File: config.mk
export PLATFORM = sky130hd
export DESIGN_NAME = mem_arbiter
export DESIGN_NICKNAME = d
export VERILOG_FILES = /design/src/rtl/mem_arbiter_pkg.sv /design/src/rtl/mem_arbiter_lat.sv /design/src/rtl/mem_arbiter.sv
export SDC_FILE = /design/constraint.sdc
export NUM_CORES = 1
export LEC_CHECK = 0
export CORE_MARGIN = 2
export CORE_UTILIZATION = 56
export DETAILED_ROUTE_END_ITERATION = 12
export DONT_BUFFER_PORTS = 1
export PLACE_DENSITY = 0.72
export SETUP_SLACK_MARGIN = 0.2
export SLEW_MARGIN = 20
export SYNTH_ARGS = -nofsm -noshare
export SYNTH_HDL_FRONTEND = slang
export SYNTH_HIERARCHICAL = 1
export SYNTH_SLANG_ARGS = --single-unit
File: constraint.sdc
create_clock -name clk -period 1.9 [get_ports clk]
set_input_delay 0.285 -clock clk [delete_from_list [all_inputs] [get_ports clk]]
set_output_delay 0.285 -clock clk [all_outputs]
set_load 0.05 [all_outputs]
File: src/rtl/mem_arbiter_pkg.sv
// Shared types and constants for the two-port memory arbiter.
// Holds FSM state encodings, port identifiers and read/write polarity.
package mem_arbiter_pkg;

  localparam int unsigned ADDR_W_DEF  = 16;
  localparam int unsigned DATA_W_DEF  = 16;
  localparam int unsigned MEM_LAT_DEF = 2;

  // Wide enough for MEM_LAT up to 15.
  localparam int unsigned CNT_W = 4;

  localparam logic RW_READ  = 1'b1;
  localparam logic RW_WRITE = 1'b0;

  typedef enum logic [1:0] {
    ST_IDLE  = 2'd0,
    ST_ISSUE = 2'd1,
    ST_WAIT  = 2'd2,
    ST_DONE  = 2'd3
  } state_t;

  typedef enum logic {
    PORT_F = 1'b0,
    PORT_D = 1'b1
  } port_t;

  // Round-robin pick: on a tie the port that was not served last wins.
  function automatic port_t pick_port(input logic f_req, input logic d_req,
                                      input port_t last_gnt);
    port_t p;
    if (f_req && d_req) begin
      if (last_gnt == PORT_D) p = PORT_F;
      else                    p = PORT_D;
    end else if (d_req) begin
      p = PORT_D;
    end else begin
      p = PORT_F;
    end
    return p;
  endfunction

endpackage

File: src/rtl/mem_arbiter_lat.sv
// Memory latency counter: loadable down-counter with a zero flag,
// used to time the WAIT phase of a memory transaction.
module mem_lat_counter
  import mem_arbiter_pkg::*;
#(
  parameter int unsigned W = CNT_W
) (
  input  logic         clk,
  input  logic         reset,
  input  logic         load,
  input  logic [W-1:0] load_val,
  input  logic         dec,
  output logic         zero
);

  logic [W-1:0] cnt;

  always_ff @(posedge clk) begin
    if (reset) begin
      cnt <= '0;
    end else if (load) begin
      cnt <= load_val;
    end else if (dec && (cnt != '0)) begin
      cnt <= cnt - W'(1);
    end
  end

  assign zero = (cnt == '0);

endmodule

File: src/rtl/mem_arbiter.sv
// Two-port (fetch / data) arbiter onto a single fixed-latency memory port.
// One transaction in flight: IDLE -> ISSUE -> WAIT x MEM_LAT -> DONE.
module mem_arbiter
  import mem_arbiter_pkg::*;
#(
  parameter int unsigned ADDR_W  = ADDR_W_DEF,
  parameter int unsigned DATA_W  = DATA_W_DEF,
  parameter int unsigned MEM_LAT = MEM_LAT_DEF
) (
  input  logic              clk,
  input  logic              reset,
  input  logic              f_req,
  input  logic [ADDR_W-1:0] f_addr,
  output logic              f_gnt,
  output logic              f_done,
  output logic [DATA_W-1:0] f_rdata,
  input  logic              d_req,
  input  logic              d_rw,
  input  logic [ADDR_W-1:0] d_addr,
  input  logic [DATA_W-1:0] d_wdata,
  output logic              d_gnt,
  output logic              d_done,
  output logic [DATA_W-1:0] d_rdata,
  output logic              mem_en,
  output logic              read_write,
  output logic [ADDR_W-1:0] mem_addr,
  output logic [DATA_W-1:0] mem_wdata,
  input  logic [DATA_W-1:0] mem_rdata,
  output logic              busy
);

  // Counter is loaded with MEM_LAT-1 so that it reads zero on the last WAIT cycle.
  localparam logic [CNT_W-1:0] LAT_LOAD = CNT_W'(MEM_LAT - 1);

  state_t state;
  state_t next_state;
  port_t  last_gnt;
  port_t  owner;
  port_t  winner;
  logic   accept;
  logic   finish;
  logic   cnt_load;
  logic   cnt_dec;
  logic   cnt_zero;

  assign winner = pick_port(f_req, d_req, last_gnt);
  assign accept = (state == ST_IDLE) && (f_req || d_req);
  assign finish = (state == ST_WAIT) && cnt_zero;
  assign busy   = (state != ST_IDLE);

  mem_lat_counter #(
    .W (CNT_W)
  ) u_lat_counter (
    .clk      (clk),
    .reset    (reset),
    .load     (cnt_load),
    .load_val (LAT_LOAD),
    .dec      (cnt_dec),
    .zero     (cnt_zero)
  );

  always_comb begin
    next_state = state;
    cnt_load   = 1'b0;
    cnt_dec    = 1'b0;
    unique case (state)
      ST_IDLE: begin
        if (f_req || d_req) next_state = ST_ISSUE;
      end
      ST_ISSUE: begin
        next_state = ST_WAIT;
        cnt_load   = 1'b1;
      end
      ST_WAIT: begin
        if (cnt_zero) next_state = ST_DONE;
        else          cnt_dec    = 1'b1;
      end
      ST_DONE: begin
        next_state = ST_IDLE;
      end
    endcase
  end

  always_ff @(posedge clk) begin
    if (reset) begin
      state <= ST_IDLE;
    end else begin
      state <= next_state;
    end
  end

  // Arbitration and transaction latch: only sampled on the IDLE accept edge,
  // so requests changing later cannot disturb an in-flight transaction.
  always_ff @(posedge clk) begin
    if (reset) begin
      last_gnt   <= PORT_D;
      owner      <= PORT_F;
      read_write <= RW_READ;
      mem_addr   <= '0;
      mem_wdata  <= '0;
    end else if (accept) begin
      last_gnt <= winner;
      owner    <= winner;
      if (winner == PORT_F) begin
        read_write <= RW_READ;
        mem_addr   <= f_addr;
      end else begin
        read_write <= d_rw;
        mem_addr   <= d_addr;
        mem_wdata  <= d_wdata;
      end
    end
  end

  // Pulses are registered from the transition into ISSUE / DONE.
  always_ff @(posedge clk) begin
    if (reset) begin
      mem_en <= 1'b0;
      f_gnt  <= 1'b0;
      d_gnt  <= 1'b0;
      f_done <= 1'b0;
      d_done <= 1'b0;
    end else begin
      mem_en <= accept;
      f_gnt  <= accept && (winner == PORT_F);
      d_gnt  <= accept && (winner == PORT_D);
      f_done <= finish && (owner == PORT_F);
      d_done <= finish && (owner == PORT_D);
    end
  end

  always_ff @(posedge clk) begin
    if (reset) begin
      f_rdata <= '0;
      d_rdata <= '0;
    end else if (finish && (read_write == RW_READ)) begin
      if (owner == PORT_F) f_rdata <= mem_rdata;
      else                 d_rdata <= mem_rdata;
    end
  end

endmodule
==> results by group, run 1 <==
Synth
  • EDFF count, synth: 0
  • Synth Area in Compound Gates: 19.90%
  • Synthesized cell area: 0.003074 sq mm
  • Simple-gate portion of the synthesized area: 21.00%
  • Post-Synth Adder-Cell Area: 1.628%
  • Synth Area per Inst: 8.911 sq um
  • Seq cells post-synth: 78
  • Syn Inst Count: 345
  • Multiplexer share of the synthesized area: 0.6512%
  • Synth async-reset ratio: 0%
  • Synth Flop Type: dfxtp_1
  • Post-synthesis xor/xnor area fraction: 0%
  • Distinct cells, synth: 40
  • Synth warn: 6
  • Register area share after synthesis: 50.79%
  • Largest family of logic cells by synthesized area: simple AND/OR/NAND/NOR gates

Worst setup path
  • Crit path max-delay family: compound AO/OA/AOI/OAI gates
  • Crit Path Max Fanout: 7
  • Startpoint Class: flop
  • Worst path arrival time: 2.04 ns
  • Worst endpoint required time: 2.16 ns
  • Setup CP Type: flop to flop
  • CP peak stage delay: 0.39 ns
  • Max stage delay cell, worst path: or3b_4
  • Most frequent CP cell: inv_4
  • Critical-path cell list: inv_4 -> ha_4 -> or3b_4 -> inv_4 -> nor2b_4 -> buf_12 -> a2111oi_4 -> a311o_1
  • Critical Path End Type: flop
  • Number of buffer and inverter stages on the critical path: 3

CTS
  • Inserted Clock Buffers: 9
  • Clock transition at path regs: 0.07 ns
  • Clk_lat worst skew: 0.33 ns
  • H-tree levels: 3
  • TritonCTS clock tree: done
  • TritonCTS sink count: 78
  • Root buffer cell: clkbuf_8
  • Max clock buf depth: 2

Place
  • DP Wirelength: 4765 microns
  • DP Cell Count: 401
  • IO Port Bufs: 0
  • RePlAce Congestion: 0.8600

Routing
  • Final wirelength: 7068 microns
  • Number of vias per cell: 5.848
  • DR WL/cell: 16.48 microns
  • Drt drc: 0
  • Post-DRT Antenna Nets: 0
  • Drt initial violations: 74
  • First drt pass iteration count: 4
  • Vias: 2,509

Floorplanning
  • Die area: 0.006098 sq mm
  • Rows: 26
  • Die Wd: 78.09 microns
  • Die height: 78.09 microns
  • Starting density of the core: 59.06%
  • I/O pin total: 140
  • Area of the core: 0.005205 sq mm

Timing
  • Final hold slack: 0.01695 ns
  • Setup Skew: 0.006747 ns
  • Fmax: 563.6 MHz
  • Fin crit period: 1.774 ns
  • Slew headroom: 63.47%
  • RSZ-0062 raised after global routing: true
  • Final setup vio count: 0
  • Slew @ Worst Pin: 0.5472 ns
  • Slew Limit Fails: 0
  • Final Hold Viols: 0
  • Crit share post-route: 93.39%
  • Setup_tns: 0 ns

Power and ir drop
  • Max rail drop VDD: 0.9769 mV
  • Leak: 1.222 nW
  • Power Dens Cells: 1613 mW/mm^2

Cells and area
  • ANT cells: 0
  • Share of cells above drive strength 1: 16.99%
  • Fin nets: 427
  • Synthesis-to-finish area growth: 13.47%
  • Fin cells: 429
  • Most frequent cells in the layout: dfxtp_1 (76), nand2_1 (72), a21oi_1 (50), nand3_1 (18)
  • Commonest non-fill, non-tap cell in the layout: dfxtp_1
  • Fill cells: 431

Global route
  • Total GRT Usage: 23.02%
  • Number of global-route vias before repair: 2,371
  • Total congestion overflow: 0
  • Antenna violations before repair: 0
  • First-pass GRT wire length: 11,120 microns
  • Pin count of the biggest net entering global routing: 75

Worst hold path
  • Worst hold path type: primary input to flop

Run status
  • Status: complete, no violations

Run
  • Maximum capacitance violations: 0
## sequential cells by signal, indices dropped and copies added (netlist names), 2 cells and up
signal             flops
d_rdata               16
mem_wdata             16
mem_addr              16
f_rdata               16
state                  2
u_lat_counter/cnt      4
## report_power, final
part           internal (W)  total (W)  switching [W]
Clock              0.000645    0.00120       0.000551
Combinational      0.000670    0.00145       0.000783
Sequential          0.00195    0.00298        0.00103
Total               0.00326    0.00563        0.00237
## layer usage
| metal | GRT usage [%] | wire length [microns] | vias to the layer above | part of all wire [%] |
|---|---|---|---|---|
| li1 | - | - | 1221 | - |
| met1 | 27.74 | 2983 | 1178 | 42 |
| met2 | 37.93 | 3379 | 95 | 48 |
| met5 | 0 | 0 | - | 0 |
| met4 | 10.70 | 136 | 0 | 1.9 |
| met3 | 6.782 | 568 | 15 | 8.0 |
## synthesized netlist by cell type (2+ instances only)
library cell  instances  share of area, %
a21o_1                2              0.49
a21oi_1              50               8.1
a221o_1               9               2.9
a221o_2               7               2.6
a311oi_1              2              0.57
buf_2                10               1.6
buf_6                 2              0.73
clkbuf_1              9               1.1
clkbuf_2              3              0.49
conb_1                2              0.24
dfxtp_1              78                51
ha_1                  4               1.6
inv_1                 8              0.98
inv_2                 2              0.24
mux2i_1               2              0.65
nand2_1              72               8.8
nand3_1              18               2.9
nand4b_1              2              0.57
nor2_1                7              0.85
nor3_1                4              0.65
nor3b_1              17               4.2
o21ai_0              17               2.8
## cells by family after synthesis
kind of cell | count (synthesis)
adder cells (fa/ha/maj) | 4
AND/OR/NAND/NOR | 130
flip-flops | 78
buffers and inverters | 36
AO/OA/AOI/OAI | 93
other | 2
multiplexers | 2
## what timing repair did
| action | in CTS | in global routing |
|---|---|---|
| hold buffers | 1 | 0 |
| endpoints found under the hold margin | 4 | 0 |
| pin swaps | 2 | 6 |
| setup buffers | 5 | 6 |
| gates resized for setup | 6 | 5 |
| endpoints found under the setup margin | 44 | 54 |
## worst paths after layout
path                                            from              endpoint  slack (ns)  cells past startpoint
worst max-delay path            u_lat_counter/cnt[0]  u_lat_counter/cnt[1]        0.13                      8
worst min register to register              state[1]              state[1]        0.49                      2
worst min-delay path                           reset  u_lat_counter/cnt[0]        0.02                      1
worst max register to register  u_lat_counter/cnt[0]  u_lat_counter/cnt[1]        0.13                      8
## metrics by stage
stage	util [%]	instance area (sq um)	power [W]	worst slack [ns]
CTS	65.84	3427	0.005526	0.1669
global placement	60.58	3153	0.004152	0.1327
detailed placement	60.58	3153	0.004197	0.02357
finish	67.02	3488	0.005627	0.1257
floorplan	-	3138	0.003969	0.1313
global route	67.02	3488	0.005898	0.03788
## cell type report
type                    count  area (sq um)  share of cell area (%)
well taps                  70         87.58                   2.511
clock buffers              13         148.9                   4.268
clock inverters             3         43.79                   1.255
inverters                  10         48.80                   1.399
repair buffers             22         209.0                   5.990
multi-input cells         233          1381                   39.60
flip-flops and latches     78          1569                   44.98
No activity file was read; power rests on OpenSTA's default activity.
==> inputs of run 2 (changes only) <==
--- a/config.mk
+++ b/config.mk
@@ -9,8 +9,8 @@
 export CORE_UTILIZATION = 56
 export DETAILED_ROUTE_END_ITERATION = 12
 export DONT_BUFFER_PORTS = 1
+export GPL_TIMING_DRIVEN = 0
 export PLACE_DENSITY = 0.72
-export SETUP_SLACK_MARGIN = 0.2
 export SLEW_MARGIN = 20
 export SYNTH_ARGS = -nofsm -noshare
 export SYNTH_HDL_FRONTEND = slang
==> results by group, run 2 (same netlist as run 1, synthesis figures left out) <==
Routing
  • Post-DRT Antenna Nets: 0 (unchanged)
  • DR WL/cell: 16.41 microns (-0.42%)
  • Drt drc: 0 (unchanged)
  • Drt initial violations: 121 (+64%)
  • Final wirelength: 7301 microns (+3.3%)
  • Met3 WL post-DR: 581 microns (+2.3%)
  • Wl on met1: 2978 microns (-0.17%)
  • Number of vias per cell: 5.766 (-1.4%)
  • Vias: 2,566 (+2.3%)
  • Max layer used: met4
  • First drt pass iteration count: 4 (unchanged)
  • WL met2: 3557 microns (+5.3%)

Timing
  • Min setup slack post-route: 0.1077 ns (-0.01802 ns)
  • Final setup vio count: 0 (unchanged)
  • Fmax: 557.9 MHz (-1.0%)
  • Setup_tns: 0 ns (unchanged)
  • Final Hold Viols: 0 (unchanged)
  • Fin crit period: 1.792 ns (+0.01802 ns)
  • Slew Limit Fails: 0 (unchanged)
  • Slew @ Worst Pin: 0.6701 ns (+0.1229 ns)
  • Crit share post-route: 94.33% (+0.95 points)
  • Slew headroom: 55.27% (-8.2 points)
  • RSZ-0062 raised after global routing: false
  • Setup Skew: 0.009256 ns (+0.002510 ns)

Worst setup path
  • Levels on crit path: 9 (+1)
  • R2r setup slk: 0.11 ns (-0.02 ns)
  • Setup CP Type: flop to flop
  • Worst endpoint required time: 2.18 ns (+0.02 ns)
  • Startpoint Class: flop
  • Number of buffer and inverter stages on the critical path: 4 (+1)
  • Most frequent CP cell: buf_6
  • Critical Path End Type: flop
  • Crit Path Max Fanout: 10 (+3)
  • Max stage delay cell, worst path: or3b_4
  • CP peak stage delay: 0.40 ns (about the same)
  • Worst path arrival time: 2.07 ns (+0.03 ns)
  • Crit path max-delay family: simple AND/OR/NAND/NOR gates
  • Critical-path cell list: inv_2 -> ha_4 -> or3b_4 -> inv_4 -> and4_1 -> buf_6 -> buf_6 -> nand2_1 -> a21oi_1
  • Worst-case reg-to-reg path depth: 9 (+1)

Global route
  • Pin count of the biggest net entering global routing: 14 (-81%)
  • Number of global-route vias before repair: 2,503 (+5.6%)
  • Antenna violations before repair: 0 (unchanged)
  • Total GRT Usage: 24.11% (+1.1 points)
  • First-pass GRT wire length: 11,650 microns (+4.7%)
  • Total congestion overflow: 0 (unchanged)

Cells and area
  • Share of cells above drive strength 1: 19.20% (+2.2 points)
  • Fin nets: 443 (+3.7%)
  • Commonest non-fill, non-tap cell in the layout: dfxtp_1
  • Multi-input gate area: 0.001383 sq mm (about the same)
  • Synthesis-to-finish area growth: 14.65%
  • Reg area: 0.001564 sq mm (-0.32%)
  • Most frequent cells in the layout: dfxtp_1 (76), nand2_1 (72), a21oi_1 (47), nand3_1 (18)
  • Fill cells: 433 (+0.46%)
  • ANT cells: 0 (unchanged)

Floorplanning
  • Die area: 0.006098 sq mm (unchanged)
  • Rows: 26 (unchanged)
  • Die height: 78.09 microns (unchanged)
  • Area of the core: 0.005205 sq mm (unchanged)
  • Starting density of the core: 59.06% (unchanged)
  • Die Wd: 78.09 microns (unchanged)
  • I/O pin total: 140 (unchanged)

Power and ir drop
  • Leak: 1.252 nW (+2.4%)
  • Sequential share of power: 53.6% (+0.7 points)
  • Power Dens Cells: 1582 mW/mm^2 (-1.9%)
  • Clock power share: 21.6% (+0.3 points)
  • Sw frac: 43.59% (+1.6 points)
  • Max rail drop VDD: 0.8106 mV (-17%)
  • Int Pwr: 0.003146 W (-3.5%)
  • Sw power: 0.002431 W (+2.8%)
  • Combinational group share of total power: 24.7% (-1.1 points)

CTS
  • TritonCTS clock tree: done
  • Clk_lat worst skew: 0.34 ns (about the same)
  • Root buffer cell: clkbuf_8
  • Clock transition at path regs: 0.08 ns (about the same)
  • TritonCTS sink count: 78 (unchanged)
  • Inserted Clock Buffers: 9 (unchanged)
  • H-tree levels: 3 (unchanged)
  • Max clock buf depth: 2 (unchanged)

Worst hold path
  • Worst hold stages: 2 (+1)
  • Worst hold path type: primary input to flop

Run
  • Maximum capacitance violations: 0 (unchanged)

Place
  • RePlAce Congestion: 0.7759 (-9.8%)
  • IO Port Bufs: 0 (unchanged)
  • Setup WS pre-CTS: -0.3581 ns (-0.3817 ns)
  • DP Wirelength: 5185 microns (+8.8%)

Run status
  • Status: complete, no violations
-- run 2: repair_timing --
action,CTS,global route
pin swaps,0,1
gates resized for setup,14,16
hold buffers,1,0
hold endpoints to repair,3,0
setup endpoints to repair,38,38
setup buffers,3,9
-- run 2: path summary, 6_finish.rpt --
kind	from	end
max reg2reg	u_lat_counter/cnt[1]	d_rdata[10]
min	mem_rdata[6]	d_rdata[6]
max	u_lat_counter/cnt[1]	d_rdata[10]
min reg2reg	state[1]	state[1]
-- run 2: metrics by stage --
step	total power, W	instance area (sq um)	cells	util [%]	hold slack [ns]
finish	0.005577	3525	445	67.72	0.06434
global route	0.005870	3525	445	67.72	0.05657
CTS	0.005466	3431	437	65.91	0.05331
detailed placement	0.004164	3172	417	60.94	0.3608
global placement	0.004112	3172	417	60.94	0.3600
floorplan	0.003892	3084	347	-	0.3571
-- run 2: power groups by stage --
stage / logic [W] / clock network, W / registers, W
floorplan: 0.000953 / 0 / 0.00294
CTS: 0.00127 / 0.00122 / 0.00298
detailed placement: 0.00115 / 0 / 0.00301
global placement: 0.00111 / 0 / 0.00300
global route: 0.00155 / 0.00130 / 0.00302
finish: 0.00138 / 0.00121 / 0.00299
-- run 2: layout make-up --
type,count,area share (%)
tap,70,2.485
clock inverter,6,1.775
inverter,10,1.242
multi-input combinational,233,39.23
buffer,25,4.437
clock buffer,10,3.621
timing repair buffer,13,2.840
sequential,78,44.37
-- run 2: per-layer routing --
metal | vias up | track usage [%]
li1 | 1251 | -
met4 | 0 | 12.46
met3 | 18 | 7.241
met5 | - | 0
met2 | 98 | 39.91
met1 | 1199 | 28.29
==> inputs of run 3 (changes only) <==
--- a/config.mk
+++ b/config.mk
@@ -6,11 +6,11 @@
 export NUM_CORES = 1
 export LEC_CHECK = 0
 export CORE_MARGIN = 2
-export CORE_UTILIZATION = 56
+export CORE_UTILIZATION = 45
 export DETAILED_ROUTE_END_ITERATION = 12
 export DONT_BUFFER_PORTS = 1
 export GPL_TIMING_DRIVEN = 0
-export PLACE_DENSITY = 0.72
+export PLACE_DENSITY = 0.6
 export SLEW_MARGIN = 20
 export SYNTH_ARGS = -nofsm -noshare
 export SYNTH_HDL_FRONTEND = slang
==> results by group, run 3 (same netlist as run 1, synthesis figures left out) <==
CTS
  • H-tree levels: 3 (unchanged)
  • Clock transition at path regs: 0.09 ns (about the same)
  • Clk_lat worst skew: 0.35 ns (about the same)
  • TritonCTS sink count: 78 (unchanged)
  • TritonCTS clock tree: done
  • Inserted Clock Buffers: 9 (unchanged)
  • Root buffer cell: clkbuf_8
  • Max clock buf depth: 2 (unchanged)

Global route
  • Antenna violations before repair: 0 (unchanged)
  • First-pass GRT wire length: 11,220 microns (-3.7%)
  • Number of global-route vias before repair: 2,243 (-10%)
  • GR Util met2: 29.65% (-10 points)
  • M3 GR Usage: 6.476% (-0.77 points)
  • Pin count of the biggest net entering global routing: 15 (+1)
  • Total congestion overflow: 0 (unchanged)
  • GRT Max-Usage Layer: met2
  • Met1 usage: 23.83% (-4.5 points)
  • Total GRT Usage: 18.79% (-5.3 points)

Timing
  • Fin crit period: 1.793 ns (+0.0005200 ns)
  • Final hold slack: 0.05972 ns (-0.004625 ns)
  • Final Hold Viols: 0 (unchanged)
  • Min setup slack post-route: 0.1071 ns (-0.0005200 ns)
  • Slew headroom: 55.90% (+0.63 points)
  • Crit share post-route: 94.36% (about the same)
  • Slew Limit Fails: 0 (unchanged)
  • RSZ-0062 raised after global routing: false
  • Fmax: 557.8 MHz (about the same)
  • Setup Skew: 0.01100 ns (+0.001745 ns)
  • Final setup vio count: 0 (unchanged)
  • Slew @ Worst Pin: 0.6606 ns (-0.009422 ns)

Floorplanning
  • Area of the core: 0.006719 sq mm (+29%)
  • Rows: 30 (+15%)
  • Die Wd: 86.66 microns (+11%)
  • Starting density of the core: 45.75% (-13 points)
  • Die area: 0.007509 sq mm (+23%)
  • I/O pin total: 140 (unchanged)
  • Die height: 86.66 microns (+11%)

Run
  • Maximum capacitance violations: 0 (unchanged)

Power and ir drop
  • Int Pwr: 0.003232 W (+2.7%)
  • Clock power share: 24.3% (+2.7 points)
  • Max rail drop VDD: 0.7084 mV (-13%)
  • Sw power: 0.002409 W (-0.92%)
  • Leak: 1.244 nW (-0.58%)
  • Sequential share of power: 53.0% (-0.6 points)
  • Sw frac: 42.70% (-0.89 points)
  • Power Dens Cells: 1606 mW/mm^2 (+1.5%)
  • Combinational group share of total power: 22.8% (-1.9 points)

Cells and area
  • Most frequent cells in the layout: dfxtp_1 (76), nand2_1 (72), a21oi_1 (49), nand3_1 (18)
  • Cell area after layout: 0.003513 sq mm (-0.32%)
  • Commonest non-fill, non-tap cell in the layout: dfxtp_1
  • Share of cells above drive strength 1: 17.12% (-2.1 points)
  • ANT cells: 0 (unchanged)
  • Utilization after layout: 52.29% (-15 points)
  • Synthesis-to-finish area growth: 14.29%
  • Fin nets: 436 (-1.6%)
  • Fin cells: 448 (+0.67%)

Worst setup path
  • Critical Path End Type: output pin
  • Worst endpoint required time: 1.62 ns (-0.56 ns)
  • Startpoint Class: flop
  • Worst path arrival time: 1.51 ns (-0.56 ns)
  • Crit Path Max Fanout: 8 (-2)
  • Setup CP Type: flop to output pin

Routing
  • First drt pass iteration count: 5 (+1)
  • Final wirelength: 7118 microns (-2.5%)
  • Post-DRT Antenna Nets: 0 (unchanged)
  • Number of vias per cell: 5.464 (-5.2%)
  • Drt initial violations: 78 (-36%)
  • Drt drc: 0 (unchanged)
  • DR WL/cell: 15.89 microns (-3.2%)
  • Vias: 2,448 (-4.6%)

Place
  • DP Cell Count: 427 (+2.4%)
  • DP Wirelength: 5198 microns (+0.25%)
  • Placed cell area: 0.003184 sq mm (+0.39%)
  • IO Port Bufs: 0 (unchanged)
  • Setup WS pre-CTS: -0.3289 ns (+0.02924 ns)
  • RePlAce Congestion: 0.7797 (+0.49%)

Worst hold path
  • Worst hold path type: primary input to flop

Run status
  • Status: complete, no violations
-- run 3: cell types whose count changed in the layout (fill, tap and decap cells not counted), sizes merged --
| cell | before | now |
|---|---|---|
| buf | 28 | 19 |
| bufinv | 1 | 2 |
| clkbuf | 19 | 20 |
| clkinvlp | 4 | 2 |
| inv | 9 | 11 |
-- run 3: path summary, 6_finish.rpt --
kind	start	end	slack, ns	cells past startpoint
max	state[0]	busy	0.11	4
min	mem_rdata[5]	d_rdata[5]	0.06	2
max reg2reg	u_lat_counter/cnt[1]	d_rdata[14]	0.12	9
min reg2reg	state[1]	state[1]	0.48	2
-- run 3: final cells by class --
cell class | instances | area, sq um
fillers | 641 | 3206
clock buffers | 9 | 123.9
clock inverters | 7 | 97.59
multi-input cells | 233 | 1375
flip-flops and latches | 78 | 1564
inverters | 10 | 42.54
well taps | 80 | 100.1
plain buffers | 24 | 155.1
repair buffers | 7 | 55.05
-- run 3: per-layer routing --
metal | up-vias | wire, microns
met2 | 79 | 3362
met4 | 0 | 93
met1 | 1121 | 3061
met5 | - | 0
met3 | 9 | 601
li1 | 1239 | -
-- run 3: timing repair --
action,4_1_cts,5_1_grt
pin swaps,0,2
endpoints found under the setup margin,36,32
gates resized for setup,14,11
buffers inserted,3,3
hold buffers,1,0
hold endpoints to repair,3,0
-- run 3: power groups by stage --
stage	clock network (W)	logic, W	registers (W)
after CTS	0.00140	0.00125	0.00297
after floorplan	0	0.000953	0.00294
after global placement	0	0.00112	0.00301
after detailed placement	0	0.00115	0.00301
final	0.00137	0.00128	0.00299
after global routing	0.00148	0.00145	0.00303
-- run 3: worst max-delay path, cell delays in order (launching register included) --
cell      delay (ns)
dfxtp_1         0.36
inv_1           0.07
ha_1            0.19
clkbuf_2        0.16
inv_1           0.38
-- run 3: metrics by stage --
stage                     setup TNS, ns  total power [W]
after floorplan                 -0.1529         0.003892
after global placement           -6.482         0.004130
after detailed placement         -7.065         0.004160
after CTS                             0         0.005625
after global routing                  0         0.005950
final                                 0         0.005641
